$ cat src/rtl/host_pkg.sv
`default_nettype none
// ---------------------------------------------------------------------------
// host_pkg : register offsets and controller state encoding for host_ctrl
// Rev 1.0
// ---------------------------------------------------------------------------
package host_pkg;

   localparam int c_win_regs = 8;
   localparam int c_idx_w    = 3;

   localparam logic [c_idx_w-1:0] c_off_halt      = 3'd0;
   localparam logic [c_idx_w-1:0] c_off_sig_begin = 3'd1;
   localparam logic [c_idx_w-1:0] c_off_sig_end   = 3'd2;
   localparam logic [c_idx_w-1:0] c_off_tx        = 3'd3;
   localparam logic [c_idx_w-1:0] c_off_cycle     = 3'd4;

   typedef enum logic [2:0] {
      ST_RUN   = 3'd0,
      ST_DRAIN = 3'd1,
      ST_DREQ  = 3'd2,
      ST_DOUT  = 3'd3,
      ST_DONE  = 3'd4
   } host_state_t;

endpackage
`default_nettype wire

$ cat src/rtl/host_fifo.sv
`default_nettype none
// ---------------------------------------------------------------------------
// host_fifo : synchronous FIFO with occupancy count and same-cycle push/pop
// Rev 1.0
// ---------------------------------------------------------------------------
module host_fifo #(
   parameter int WIDTH = 8,
   parameter int DEPTH = 16
) (
   input  logic                   i_clk,
   input  logic                   i_rst_n,
   input  logic                   i_push,
   input  logic [WIDTH-1:0]       i_data,
   input  logic                   i_pop,
   output logic [WIDTH-1:0]       o_data,
   output logic                   o_empty,
   output logic [$clog2(DEPTH):0] o_count
);

   localparam int c_aw = $clog2(DEPTH);

   logic [WIDTH-1:0] r_mem [DEPTH];
   logic [c_aw-1:0]  r_wr_ptr;
   logic [c_aw-1:0]  r_rd_ptr;
   logic [c_aw:0]    r_count;
   logic             w_full;
   logic             w_do_push;
   logic             w_do_pop;

   assign o_empty   = (r_count == '0);
   assign w_full    = (r_count == (c_aw+1)'(DEPTH));
   assign w_do_pop  = i_pop && !o_empty;
   // A full FIFO still accepts a byte when a slot frees in the same cycle
   assign w_do_push = i_push && (!w_full || w_do_pop);
   assign o_data    = o_empty ? '0 : r_mem[r_rd_ptr];
   assign o_count   = r_count;

   always_ff @(posedge i_clk or negedge i_rst_n) begin
      if (!i_rst_n) begin
         r_wr_ptr <= '0;
         r_rd_ptr <= '0;
         r_count  <= '0;
      end else begin
         if (w_do_push) r_wr_ptr <= r_wr_ptr + 1'b1;
         if (w_do_pop)  r_rd_ptr <= r_rd_ptr + 1'b1;
         case ({w_do_push, w_do_pop})
            2'b10:   r_count <= r_count + 1'b1;
            2'b01:   r_count <= r_count - 1'b1;
            default: r_count <= r_count;
         endcase
      end
   end

   always_ff @(posedge i_clk) begin
      if (w_do_push) r_mem[r_wr_ptr] <= i_data;
   end

endmodule
`default_nettype wire

$ cat src/rtl/host_ctrl.sv
`default_nettype none
// ---------------------------------------------------------------------------
// host_ctrl : memory-mapped halt/console/cycle controller with signature dump
// Rev 1.0
// ---------------------------------------------------------------------------
module host_ctrl
   import host_pkg::*;
#(
   parameter int              XLEN      = 32,
   parameter logic [XLEN-1:0] BASE_ADDR = 'h2000_0000,
   parameter int              TX_DEPTH  = 16,
   parameter int              TIMEOUT   = 0
) (
   input  logic            clock,
   input  logic            reset,
   input  logic            store,
   input  logic            load,
   input  logic [XLEN-1:0] address,
   input  logic [XLEN-1:0] store_data,
   output logic            hit,
   output logic [XLEN-1:0] rdata,
   output logic            cpu_stall,
   output logic            tx_valid,
   output logic [7:0]      tx_data,
   input  logic            tx_ready,
   output logic [XLEN-1:0] mem_raddr,
   input  logic [XLEN-1:0] mem_rdata,
   output logic            dump_valid,
   output logic [XLEN-1:0] dump_data,
   output logic            dump_last,
   input  logic            dump_ready,
   output logic            done,
   output logic            timed_out,
   output logic [XLEN-2:0] exit_code
);

   localparam int              c_bytes     = XLEN / 8;
   localparam int              c_align     = $clog2(c_bytes);
   localparam int              c_cw        = $clog2(TX_DEPTH) + 1;
   localparam logic [XLEN-1:0] c_win_bytes = XLEN'(c_win_regs * c_bytes);
   localparam logic [XLEN-1:0] c_step      = XLEN'(c_bytes);

   host_state_t      r_state;
   host_state_t      w_state_nxt;
   logic [XLEN-1:0]  w_off;
   logic [c_idx_w-1:0] w_idx;
   logic [XLEN-1:0]  w_sig_d;
   logic             w_wr;
   logic             w_halt_wr;
   logic             w_timeout;
   logic             w_push;
   logic             w_pop;
   logic             w_fifo_empty;
   logic [c_cw-1:0]  w_count;
   logic [c_cw-1:0]  w_free;
   logic [XLEN-1:0]  w_rd_val;
   logic             w_last;

   logic [XLEN-2:0]  r_exit_code;
   logic             r_timed_out;
   logic [XLEN-1:0]  r_sig_begin;
   logic [XLEN-1:0]  r_sig_end;
   logic [XLEN-1:0]  r_ptr;
   logic [XLEN-1:0]  r_cap;
   logic             r_first;
   logic [XLEN-1:0]  r_cycle;
   logic [31:0]      r_run_cnt;
   logic [XLEN-1:0]  r_rdata;

   assign w_off     = address - BASE_ADDR;
   assign hit       = (w_off < c_win_bytes);
   assign w_idx     = w_off[c_align +: c_idx_w];
   assign w_sig_d   = {store_data[XLEN-1:c_align], {c_align{1'b0}}};
   assign w_wr      = store && hit && (r_state == ST_RUN);
   assign w_halt_wr = w_wr && (w_idx == c_off_halt) && store_data[0];
   assign w_timeout = (TIMEOUT != 0) && (r_state == ST_RUN) &&
                      (r_run_cnt == 32'(TIMEOUT - 1)) && !w_halt_wr;
   assign w_push    = w_wr && (w_idx == c_off_tx);
   assign w_pop     = tx_valid && tx_ready;
   assign w_free    = c_cw'(TX_DEPTH) - w_count;
   assign w_last    = ((r_ptr + c_step) == r_sig_end);

   host_fifo #(
      .WIDTH (8),
      .DEPTH (TX_DEPTH)
   ) u_tx_fifo (
      .i_clk   (clock),
      .i_rst_n (reset),
      .i_push  (w_push),
      .i_data  (store_data[7:0]),
      .i_pop   (w_pop),
      .o_data  (tx_data),
      .o_empty (w_fifo_empty),
      .o_count (w_count)
   );

   assign tx_valid = !w_fifo_empty;

   always_comb begin
      w_rd_val = '0;
      case (w_idx)
         c_off_halt:  w_rd_val = {{(XLEN-1){1'b0}}, (r_state != ST_RUN)};
         c_off_tx:    w_rd_val = {{(XLEN-c_cw){1'b0}}, w_free};
         c_off_cycle: w_rd_val = r_cycle;
         default:     w_rd_val = '0;
      endcase
   end

   always_ff @(posedge clock or negedge reset) begin
      if (!reset) r_state <= ST_RUN;
      else        r_state <= w_state_nxt;
   end

   always_comb begin
      w_state_nxt = r_state;
      mem_raddr   = '0;
      dump_valid  = 1'b0;
      dump_data   = '0;
      dump_last   = 1'b0;
      case (r_state)
         ST_RUN: begin
            if (w_halt_wr || w_timeout) w_state_nxt = ST_DRAIN;
         end
         ST_DRAIN: begin
            if (w_fifo_empty) w_state_nxt = (r_sig_end > r_sig_begin) ? ST_DREQ : ST_DONE;
         end
         ST_DREQ: begin
            mem_raddr   = r_ptr;
            w_state_nxt = ST_DOUT;
         end
         ST_DOUT: begin
            // RAM data is live only on the first DOUT cycle; later cycles replay the capture
            dump_valid = 1'b1;
            dump_data  = r_first ? mem_rdata : r_cap;
            dump_last  = w_last;
            if (dump_ready) w_state_nxt = w_last ? ST_DONE : ST_DREQ;
         end
         ST_DONE: w_state_nxt = ST_DONE;
         default: w_state_nxt = ST_RUN;
      endcase
   end

   always_ff @(posedge clock or negedge reset) begin
      if (!reset) begin
         r_exit_code <= '0;
         r_timed_out <= 1'b0;
         r_sig_begin <= '0;
         r_sig_end   <= '0;
         r_ptr       <= '0;
         r_cap       <= '0;
         r_first     <= 1'b0;
         r_cycle     <= '0;
         r_run_cnt   <= '0;
         r_rdata     <= '0;
      end else begin
         r_cycle <= r_cycle + 1'b1;
         r_first <= (r_state == ST_DREQ);
         if (r_state == ST_RUN) r_run_cnt <= r_run_cnt + 1'b1;
         if (w_halt_wr) begin
            r_exit_code <= store_data[XLEN-1:1];
         end else if (w_timeout) begin
            r_exit_code <= '1;
            r_timed_out <= 1'b1;
         end
         if (w_wr && (w_idx == c_off_sig_begin)) r_sig_begin <= w_sig_d;
         if (w_wr && (w_idx == c_off_sig_end))   r_sig_end   <= w_sig_d;
         if (r_state == ST_DRAIN)
            r_ptr <= r_sig_begin;
         else if ((r_state == ST_DOUT) && dump_ready && !w_last)
            r_ptr <= r_ptr + c_step;
         if ((r_state == ST_DOUT) && r_first) r_cap <= mem_rdata;
         r_rdata <= (load && hit) ? w_rd_val : '0;
      end
   end

   assign rdata     = r_rdata;
   assign cpu_stall = (r_state != ST_RUN);
   assign done      = (r_state == ST_DONE);
   assign timed_out = r_timed_out;
   assign exit_code = r_exit_code;

endmodule
`default_nettype wire

$ cat config.mk
export PLATFORM = sky130hd
export DESIGN_NAME = host_ctrl
export DESIGN_NICKNAME = d
export VERILOG_FILES = /design/src/rtl/host_pkg.sv /design/src/rtl/host_fifo.sv /design/src/rtl/host_ctrl.sv
export SDC_FILE = /design/constraint.sdc
export NUM_CORES = 1
export LEC_CHECK = 0
export ABC_AREA = 0
export BUFFER_PORTS_ARGS = -buffer_cell sky130_fd_sc_hd__buf_2
export CAP_MARGIN = 20
export CORE_MARGIN = 3
export CORE_UTILIZATION = 45
export DETAILED_ROUTE_END_ITERATION = 16
export PLACE_DENSITY = 0.62
export SYNTH_ARGS = -nofsm -noshare
export SYNTH_HDL_FRONTEND = slang
export SYNTH_HIERARCHICAL = 1
export SYNTH_SLANG_ARGS = --single-unit
$ cat constraint.sdc
create_clock -name clock -period 3.65 [get_ports clock]
set_input_delay 0.5475 -clock clock [delete_from_list [all_inputs] [get_ports clock]]
set_output_delay 0.5475 -clock clock [all_outputs]
set_load 0.03 [all_outputs]
=== Yosys cells after proc, flatten, opt, wreduce, memory -nomap -nowiden ===
Memories as Yosys holds them, arrays and structs flattened.
Cells that the tools add are included.

* Register bits: 236
* Memory bits (writable): 128
* Bits of input ports: 102
* Output and inout port bits: 142
* Logic and storage cells: 82
* Memories kept: 1

* $add $sub $neg: 8
* Order comparisons: 2
* Equality and inequality tests: 15
* Mux-type cells: 19
* Reduce and logical (&&, ||, !) cells: 25

{| class="wikitable"
|+ Memories
! memory !! words !! bits a word !! rd ports !! clocked after Yosys merged registers in !! write ports !! RTL line !! source
|-
| u_tx_fifo.r_mem || 16 || 8 || 1 || 0 || 1 || host_fifo.sv:22 || <nowiki>logic [WIDTH-1:0] r_mem [DEPTH];</nowiki>
|}

{| class="wikitable"
|+ Operators with widths
! operator !! count
|-
| two-way mux 32 bit || 6
|-
| one-hot mux 32 bit (3 select lines) || 1
|-
| adder 32 x 1 -> 32 bit, second input constant || 1
|-
| adder 32 x 3 -> 32 bit, second input constant || 1
|-
| equality test 32 bit || 1
|-
| > comparator 32 bit || 1
|-
| less-than comparator 32 x 6 -> 1 bit, second input constant || 1
|-
| subtractor 32 x 30 -> 32 bit, second input constant || 1
|-
| two-way mux 3 bit || 5
|-
| one-hot mux 3 bit (5 select lines) || 1
|-
| logical AND 1 bit || 14
|-
| equality test 3 x 2 -> 1 bit, second input constant || 4
|-
| one-hot mux 5 bit (2 select lines) || 1
|-
| adder 4 x 1 -> 4 bit, second input constant || 2
|-
| two-way mux 8 bit || 1
|-
| equality test 3 x 1 -> 1 bit, second input constant || 2
|-
| equality test 3 bit, second input constant || 2
|-
| zero test 3 bit || 2
|-
| adder 5 x 1 -> 5 bit, second input constant || 1
|-
| equality test 5 bit, second input constant || 1
|-
| zero test 5 bit || 1
|-
| subtractor 5 x 1 -> 5 bit, second input constant || 1
|-
| subtractor 5 bit, first input constant || 1
|-
| two-way mux 1 bit || 4
|-
| 9 further kinds || 13
|}

=== Depth between registers and ports, before layout ===
Gate-level depths: netlist of run 1.

* Word-level depth: 8
* Gate-level depth with buffers: 15
* Gate-level depth less buffers: 15

=== By module ===
Netlist of run 1, hierarchy kept.

{| class="wikitable"
|+ By module, submodules not included
! module !! instances !! cells each !! area each (um^2) !! seq. area each (um^2)
|-
| host_ctrl || 1 || 1093 || 11634.9 || 5530.3
|-
| host_fifo || 1 || 301 || 5830.6 || 4169.0
|}

=== Worst setup path after synthesis of run 1 ===
OpenSTA, ideal clock, no wires.

* Kind: input port to flip-flop
* Start: input port address[29]
* End: memory u_tx_fifo.r_mem[1][0] (enable)
* Setup time: 395 ps
* Data arrival time: 3510 ps
* Required time: 3255 ps
* Path slack: -254 ps
* Cell stages on the path: 9
* Buffers on the path: 0
* Path through: inv_1 > ha_1 > xnor2_1 > nand4_1 > nor3_1 > nand4b_1 > nor3_1 > o21ai_2 > nor4_1

* Word-level cells in the longest chain between the ends: 8

{| class="wikitable"
|+ RTL lines
! item !! RTL line !! source
|-
| from (decl) || host_ctrl.sv:18 || <nowiki>input logic [XLEN-1:0] address,</nowiki>
|-
| subtractor 32 x 30 -> 32 bit || host_ctrl.sv:70 || <nowiki>assign w_off = address - BASE_ADDR;</nowiki>
|-
| less-than comparator 32 x 6 -> 1 bit || host_ctrl.sv:71 || <nowiki>assign hit = (w_off < c_win_bytes);</nowiki>
|-
| named net hit || host_ctrl.sv:20 || <nowiki>output logic hit,</nowiki>
|-
| logical AND 1 bit (2 in a row) || host_ctrl.sv:74 || <nowiki>assign w_wr = store && hit && (r_state == ST_RUN);</nowiki>
|-
| logical AND 1 bit || host_ctrl.sv:78 || <nowiki>assign w_push = w_wr && (w_idx == c_off_tx);</nowiki>
|-
| named net w_push || host_ctrl.sv:51 || <nowiki>logic w_push;</nowiki>
|-
| logical AND 1 bit || host_fifo.sv:34 || <nowiki>assign w_do_push = i_push && (!w_full || w_do_pop);</nowiki>
|-
| two-way mux 1 bit || host_fifo.sv:55 || <nowiki>if (w_do_push) r_mem[r_wr_ptr] <= i_data;</nowiki>
|-
| two-way mux 1 bit (implied by the code) || host_fifo.sv:55 ||
|-
| to (decl) || host_fifo.sv:22 ||
|}

The timed path passes the listed nets, and every way through them passes these cells.

=== Worst setup path in the final report of run 1 ===
* Start: register r_ptr[2]
* End: output port dump_last

* Word-level cells in the longest chain between the ends: 3

{| class="wikitable"
|+ RTL lines
! item !! RTL line !! source
|-
| from (decl) || host_ctrl.sv:63 || <nowiki>logic [XLEN-1:0] r_ptr;</nowiki>
|-
| from (signal assigned) || host_ctrl.sv:168 || <nowiki>r_ptr <= r_sig_begin;</nowiki>
|-
| from (signal assigned) || host_ctrl.sv:170 || <nowiki>r_ptr <= r_ptr + c_step;</nowiki>
|-
| adder 32 x 3 -> 32 bit || host_ctrl.sv:81 || <nowiki>assign w_last = ((r_ptr + c_step) == r_sig_end);</nowiki>
|-
| equality test 32 bit || host_ctrl.sv:81 ||
|-
| two-way mux 1 bit || host_ctrl.sv:120 || <nowiki>case (r_state)</nowiki>
|-
| to (decl) || host_ctrl.sv:30 || <nowiki>output logic dump_last,</nowiki>
|}

Every way passes these cells.

==> flow_summary.yaml, run 1 <==
clock_network:
  cts_buffers: 40
  cts.root.buffer_cell: "clkbuf_16"
  clockBufferDepth: 3
  clkSinkCount: 362
  path_clk_slew_ns: 0.06
  worstSkewPairLatency_ns: 0.56
  h-tree-depth: 2
  cts_tree: "done"
synthesis:
  synth_top_family_by_area: "multiplexers"
  synth_warnings: 6
  synth_compound_area_share_pct: 4.73
  synthSimpleGateAreaFrac_pct: 12.9
  synth_xor_area_share_pct: 5.57
  netlist_area_um2: 17500
  synth_top_area_cell: "dfrtp_1"
  syn_inst: 1394
  synth_ff_type: "dfrtp_1"
  synthAdderAreaFrac_pct: 3.12
  synthMuxAreaShare_pct: 14.9
  ys_types: 74
  syn-mean-instance-area_um2: 12.5
  synth-seq-area-share_pct: 55.5
  synthTopCellsByArea: "dfrtp_1, edfxtp_1, mux2_2"
  synth-edff-count: 128
  synthDominantCellAreaShare_pct: 33.5
  synth_async_sr_flop_share_pct: 64.6
  synth_seq_cells: 362
setup_path:
  crit_fanout: 4
  crit_type: "register to output pin"
  setup.worst_path.start_class: "register"
  worstPathArrival_ns: 3.30
  critPathCaptureType: "output pin"
  cp.required_ns: 3.10
power_and_ir_drop:
  finalPower_uw: 10100
  p_leak_uw: 0.00946
  seqPwrFrac_pct: 44.2
  p_comb_share_pct: 16.7
  p_sw_uw: 2670
  power_frac_clock_pct: 39.1
  power_density_nw_per_um2: 482
  p_int_uw: 7420
  switching_share_pct: 26.5
  ir_worst_vdd_mv: 0.340
route:
  drt-initial-drc-count: 744
  drc: 0
  dr.pass1.iters: 5
  ant_nets: 0
  drt-vias-per-instance: 5.41
  vias: 11929
  routed_wirelength_mm: 43.0
  post_drt_wl_per_cell_um: 19.5
sta:
  tightest_slew_ns: 0.984
  relSlewSlack_pct: 34.4
  timing.fmax_mhz: 260
  maxSlewViolCount: 0
  finalWorstSetupSlack_ns: -0.196
  rsz0062_at_grt: "yes"
  hold_slack_ns: 0.237
  hold_violations: 0
  finClkSkew_ns: 0.0171
  layout_min_cycle_time_ns: 3.85
  setup_viol: 1
  finalCritPeriodShare_pct: 105
placed_design:
  place_ws_ns: 0.0411
  place_congestion: 0.897
  port_buffers: 238
  post-dp-hpwl_mm: 30.0
global_routing:
  grt_max_degree: 74
  gr-total-overflow: 0
  grt_pass1_wl_mm: 68.0
  groute.usage.overall_pct: 20.9
  antenna_found_initial: 5
  grt_pass1_vias: 12265
floorplanning:
  ios: 244
  die-width_um: 203
  dieArea_um2: 41200
  row_count: 71
  core-area_um2: 37900
  start_util_pct: 46.0
  die_h_um: 203
job:
  cap_violations: 0
cells_and_area:
  drive_above_1_share_pct: 32.6
  fin_nets: 1808
  area_growth_pct: 20.0
  fin_util_pct: 55.3
run_status:
  status: "finished with violations"
  violations: "negative setup slack"
worst_hold_path:
  hold_class: "input pin to register"
[power by group through the flow]
stage | logic (uW) | registers (uW) | clock network [uW]
6_report | 1690 | 4460 | 3950
5_1_grt | 1850 | 4480 | 4250
4_1_cts | 1720 | 4470 | 4070
3_5_place_dp | 1720 | 4540 | 0
3_3_place_gp | 1680 | 4540 | 0
2_1_floorplan | 1300 | 4420 | 0
[final cells by class]
type	count	area [um^2]
repair buffers	302	1760
diodes	3	7.51
well taps	511	639
clock inverters	10	141
inverters	55	206
multi-input cells	902	7370
clock buffers	60	1140
fillers	3275	17000
flip-flops and latches	362	9700
[Yosys cell counts (all sizes together) (6+ instances only)]
library cell and number:
nand2 54, and4 6, and2 43, a211oi 19
nand3 34, a21oi 31, edfxtp 128, dfrtp 234
ha 42, and3 38, nor3b 9, a21o 10
o21ai 23, nor3 34, mux4 32, inv 55
mux2i 46, xor2 25, clkbuf 48, xnor2 86
nand4 31, nor4 24, nor2b 16, o21a 6
or2 6, mux2 126, buf 29, nor2 97
[per-stage QoR]
stage,area (um^2),std cells,setup TNS [ns]
6_report,21000,2205,-0.196
5_1_grt,21000,2203,-0.247
4_1_cts,20900,2200,-0.225
3_5_place_dp,19500,2124,0
3_3_place_gp,19500,2124,0
2_1_floorplan,17500,1396,0
[worst paths after layout]
path                          startpoint          end  slack (ns)  depth (start not counted)
setup / recovery                r_ptr[2]    dump_last       -0.20                         10
hold / removal             mem_rdata[19]    r_cap[19]        0.24                          2
setup reg to reg                r_ptr[2]    r_ptr[30]        0.20                         13
hold reg to reg              r_cycle[27]  r_cycle[27]        0.48                          1
max in group asynchronous          reset    rdata[29]        2.08                          3
min in group asynchronous          reset    r_cap[22]        0.52                          2
[flip-flops by register name, summed over array words and instances (netlist names), 30 cells and up]
signal,cells
u_tx_fifo/r_mem,128
r_cap,32
r_cycle,32
rdata,32
exit_code,31
r_ptr,30
r_sig_begin,30
r_sig_end,30
[routing by layer]
layer  track usage, %  routed length (um)  vias up
li1                 -                   -     5585
met1             27.6               18600     5969
met2             34.8               21100      290
met3             3.98                2050       77
met4             7.08                1170        8
met5                0                  61        -
[critical path: stages, from the launching register on]
cell and delay, ns:
dfrtp_1 0.36, ha_2 0.19, nand4_1 0.18, buf_4 0.21, or3_4 0.37, nor3_4 0.18
xnor2_2 0.14, nand4_1 0.12, or4_4 0.56, nor4_4 0.25, buf_6 0.19
[logic make-up after synthesis]
family	after synthesis
adders and majority gates	43
DFF	362
xor gates and xnor gates	111
buffers and inverters	132
AOI/OAI and AO/OA	123
and+or+nand+nor	418
muxes	204
other	1
[layout by cell type (no fill, tap or decap), types with 4 or more instances in the layout]
cell / synthesis / layout
buf_2: 12 / 236
dfrtp_1: 234 / 231
edfxtp_1: 128 / 128
mux2_2: 123 / 123
nor2_1: 96 / 95
xnor2_1: 86 / 84
buf_4: 7 / 57
inv_1: 55 / 55
nand2_1: 54 / 54
mux2i_1: 46 / 46
and2_1: 42 / 42
ha_1: 42 / 41
clkbuf_16: 0 / 40
and3_1: 38 / 38
nand3_1: 34 / 33
mux4_2: 32 / 32
nand4_1: 31 / 31
a21oi_1: 31 / 31
nor3_1: 33 / 28
xor2_1: 25 / 25
nor4_1: 22 / 20
a211oi_1: 19 / 19
o21ai_0: 19 / 17
nor2b_1: 16 / 15
clkbuf_1: 48 / 14
a21o_1: 10 / 10
nor3b_1: 9 / 9
o21a_1: 6 / 6
and4_1: 6 / 6
clkbuf_8: 0 / 6
nand2b_1: 5 / 5
o211ai_1: 5 / 5
a22oi_1: 5 / 5
buf_12: 0 / 5
or2_2: 5 / 4
nor4_4: 1 / 4
[timing repair]
item                                   CTS  global route
pin swaps                               19             9
endpoints found under the hold margin   53             0
resized for setup                       24             4
hold buffers                             1             0
gates cloned                             0             0
setup buffers                            6             2
setup endpoints to repair                1             1
Power figures use the tool's default switching activity.
==> run 2, diff against run 1 <==
--- a/config.mk
+++ b/config.mk
@@ -14,5 +14,4 @@
 export PLACE_DENSITY = 0.62
 export SYNTH_ARGS = -nofsm -noshare
 export SYNTH_HDL_FRONTEND = slang
-export SYNTH_HIERARCHICAL = 1
 export SYNTH_SLANG_ARGS = --single-unit
==> run 2 against run 1 <==
- the run still ends with negative setup slack left
- worst hold slack better by 0.0030 ns
- fmax up 3.0%
- critical path type unchanged
- register-to-register slack better by 0.12 ns
- wire length up 0.22%
- count of clock-buffer cells in the layout down 6
- die area down 0.32%
- via count about the same
- synthesized cell count down 1.0%
- global-route usage about the same
- sequential cell count unchanged
- non-clock buffer count unchanged
- worst setup slack better by 0.11 ns
==> flow_summary.yaml, run 2 <==
setup_path:
  crit_start: "r_ptr[3]"
  cp_cell_sequence: "nand3_1 > or3_1 > a211oi_1 > o2111ai_1 > nor4_2 > nand4_1 > nor2_4 > buf_6"
  crit_fanout: 5
  setup.worst_path.start_class: "register"
  crit_type: "register to output pin"
  worstPathArrival_ns: 3.19
  cp_top_family: "simple AND/OR/NAND/NOR gates"
  timing.rr.start: "r_ptr[3]"
  reg2reg_setup_slack_ns: 0.32
  max_stage_delay_ns: 0.43
  cpMaxStageDelayCell: "or3_1"
  cp.required_ns: 3.10
  critPathCaptureType: "output pin"
  cp.buffers_inverters: 1
  r2r_end: "r_ptr[2]"
  ff2ff_path_depth: 11
power_and_ir_drop:
  power_density_nw_per_um2: 472
  finalPower_uw: 9850
  p_comb_share_pct: 13.4
  ir_worst_vdd_mv: 0.342
  seqPwrFrac_pct: 45.6
  switching_share_pct: 25.7
  p_leak_uw: 0.00929
  power_frac_clock_pct: 41.1
  p_sw_uw: 2530
  p_int_uw: 7310
clock_network:
  clkSinkCount: 362
  worstSkewPairLatency_ns: 0.57
  h-tree-depth: 2
  clockBufferDepth: 3
  cts_buffers: 39
  cts_tree: "done"
  path_clk_slew_ns: 0.06
  cts.root.buffer_cell: "clkbuf_16"
global_routing:
  groute.usage.overall_pct: 20.9
  grt_pass1_wl_mm: 67.6
  grt_pass1_vias: 12017
  antenna_found_initial: 2
  gr-total-overflow: 0
  grt_max_degree: 75
cells_and_area:
  n_antenna_cell: 0
  area_growth_pct: 19.9
  top_register: "u_tx_fifo.r_mem"
  layout_commonest_cell: "buf_2"
  multi_input_area_um2: 7280
  fillers: 3296
  postLayoutCellArea_um2: 20900
  drive_above_1_share_pct: 33.9
  area.sequential_um2: 9710
  layout_common_cells: "buf_2, dfrtp_1, edfxtp_1, mux2_2, nor2_1"
  fin_util_pct: 55.0
  largest_reg_flops: 128
  fin_nets: 1791
sta:
  finClkSkew_ns: 0.0296
  finalCritPeriodShare_pct: 102
  relSlewSlack_pct: 31.6
  setup_viol: 1
  layout_min_cycle_time_ns: 3.73
  maxSlewViolCount: 0
  hold_slack_ns: 0.240
  timing.fmax_mhz: 268
  hold_violations: 0
  finalWorstSetupSlack_ns: -0.0835
  tightest_slew_ns: 1.03
  rsz0062_at_grt: "yes"
placed_design:
  place_ws_ns: 0.165
  port_buffers: 238
  postPlaceCellArea_um2: 19400
  place_congestion: 0.910
  post-dp-hpwl_mm: 29.9
synthesis:
  synthDominantCellAreaShare_pct: 33.6
  ys_types: 76
  synth_top_area_cell: "dfrtp_1"
  netlist_area_um2: 17400
  syn-mean-instance-area_um2: 12.6
  synth_warnings: 0
  synthTopCellsByArea: "dfrtp_1, edfxtp_1, mux2_2"
  synth.top_cells.by_count: "dfrtp_1, edfxtp_1, mux2_2, nor2_1, nand2_1"
  synth_async_sr_flop_share_pct: 64.6
  yosysMostFrequentCell: "dfrtp_1"
  syn_inst: 1380
  synth_seq_cells: 362
  synth-edff-count: 128
  synth-seq-area-share_pct: 55.7
  synth_ff_type: "dfrtp_1"
route:
  dr.pass1.iters: 5
  drt-initial-drc-count: 721
  drc: 0
  drt-vias-per-instance: 5.46
  ant_nets: 0
  routed_wirelength_mm: 43.1
  post_drt_wl_per_cell_um: 19.7
  vias: 11920
floorplanning:
  ios: 244
  die_h_um: 203
  dieArea_um2: 41100
  start_util_pct: 45.9
  row_count: 71
  die-width_um: 203
  core-area_um2: 37900
run_status:
  violations: "negative setup slack"
  status: "finished with violations"
worst_hold_path:
  hold_depth: 2
  holdCritStartpoint: "store_data[10]"
  hold_class: "input pin to register"
  hold_path_end: "exit_code[9]"
job:
  cap_violations: 0
[run 2: layout make-up]
type | instances | share of cell area (%)
Timing Repair Buffer | 302 | 8.28
Tap cell | 511 | 3.06
Sequential cell | 362 | 46.5
Inverter | 52 | 0.935
Clock buffer | 54 | 5.38
Multi-Input combinational cell | 887 | 34.9
Clock inverter | 17 | 0.941
[run 2: metrics by stage]
stage / setup TNS, ns / std cells
floorplan: 0 / 1382
global placement: 0 / 2106
detailed placement: 0 / 2106
CTS: -0.194 / 2184
global route: -0.140 / 2185
finish: -0.0835 / 2185
[run 2: power by group through the flow]
stage                     clock network [uW]  logic, uW  registers, uW
after global routing                    4310       1420           4500
after global placement                     0       1220           4550
after detailed placement                   0       1240           4560
final                                   4040       1310           4490
after CTS                               4150       1300           4480
after floorplan                            0        885           4460
[run 2: worst max-delay path by stage]
stage                     slack (ns)                    end  cells after the start
after floorplan                 0.34  u_tx_fifo.r_mem[4][0]                      9
after global placement          0.21              dump_last                      9
after detailed placement        0.17              dump_last                      9
after CTS                      -0.19              dump_last                      9
after global routing           -0.14              dump_last                      9
final                          -0.08              dump_last                      8
[run 2: logic make-up after synthesis]
kind of cell               after synthesis  synth area share [%]
buffers and inverters                  133                  3.11
adders and majority gates               45                  3.28
xor gates and xnor gates                97                  4.88
AOI/OAI and AO/OA                      131                  5.20
muxes                                  200                  15.3
DFF                                    362                  55.7
and+or+nand+nor                        411                  12.5
other                                    1                0.0215
[run 2: timing repair]
action	CTS	global route
hold buffers	1	0
gates resized for setup	14	14
pin swaps	6	6
endpoints found under the setup margin	1	1
endpoints found under the hold margin	37	0
setup buffers	6	1
[run 2: per-layer routing]
metal | vias up | global-route usage, % | wire length, um
met1 | 5996 | 27.9 | 18600
li1 | 5535 | - | -
met2 | 310 | 35.2 | 21200
met3 | 75 | 3.37 | 2110
met5 | - | 0 | 31
met4 | 4 | 6.66 | 1170
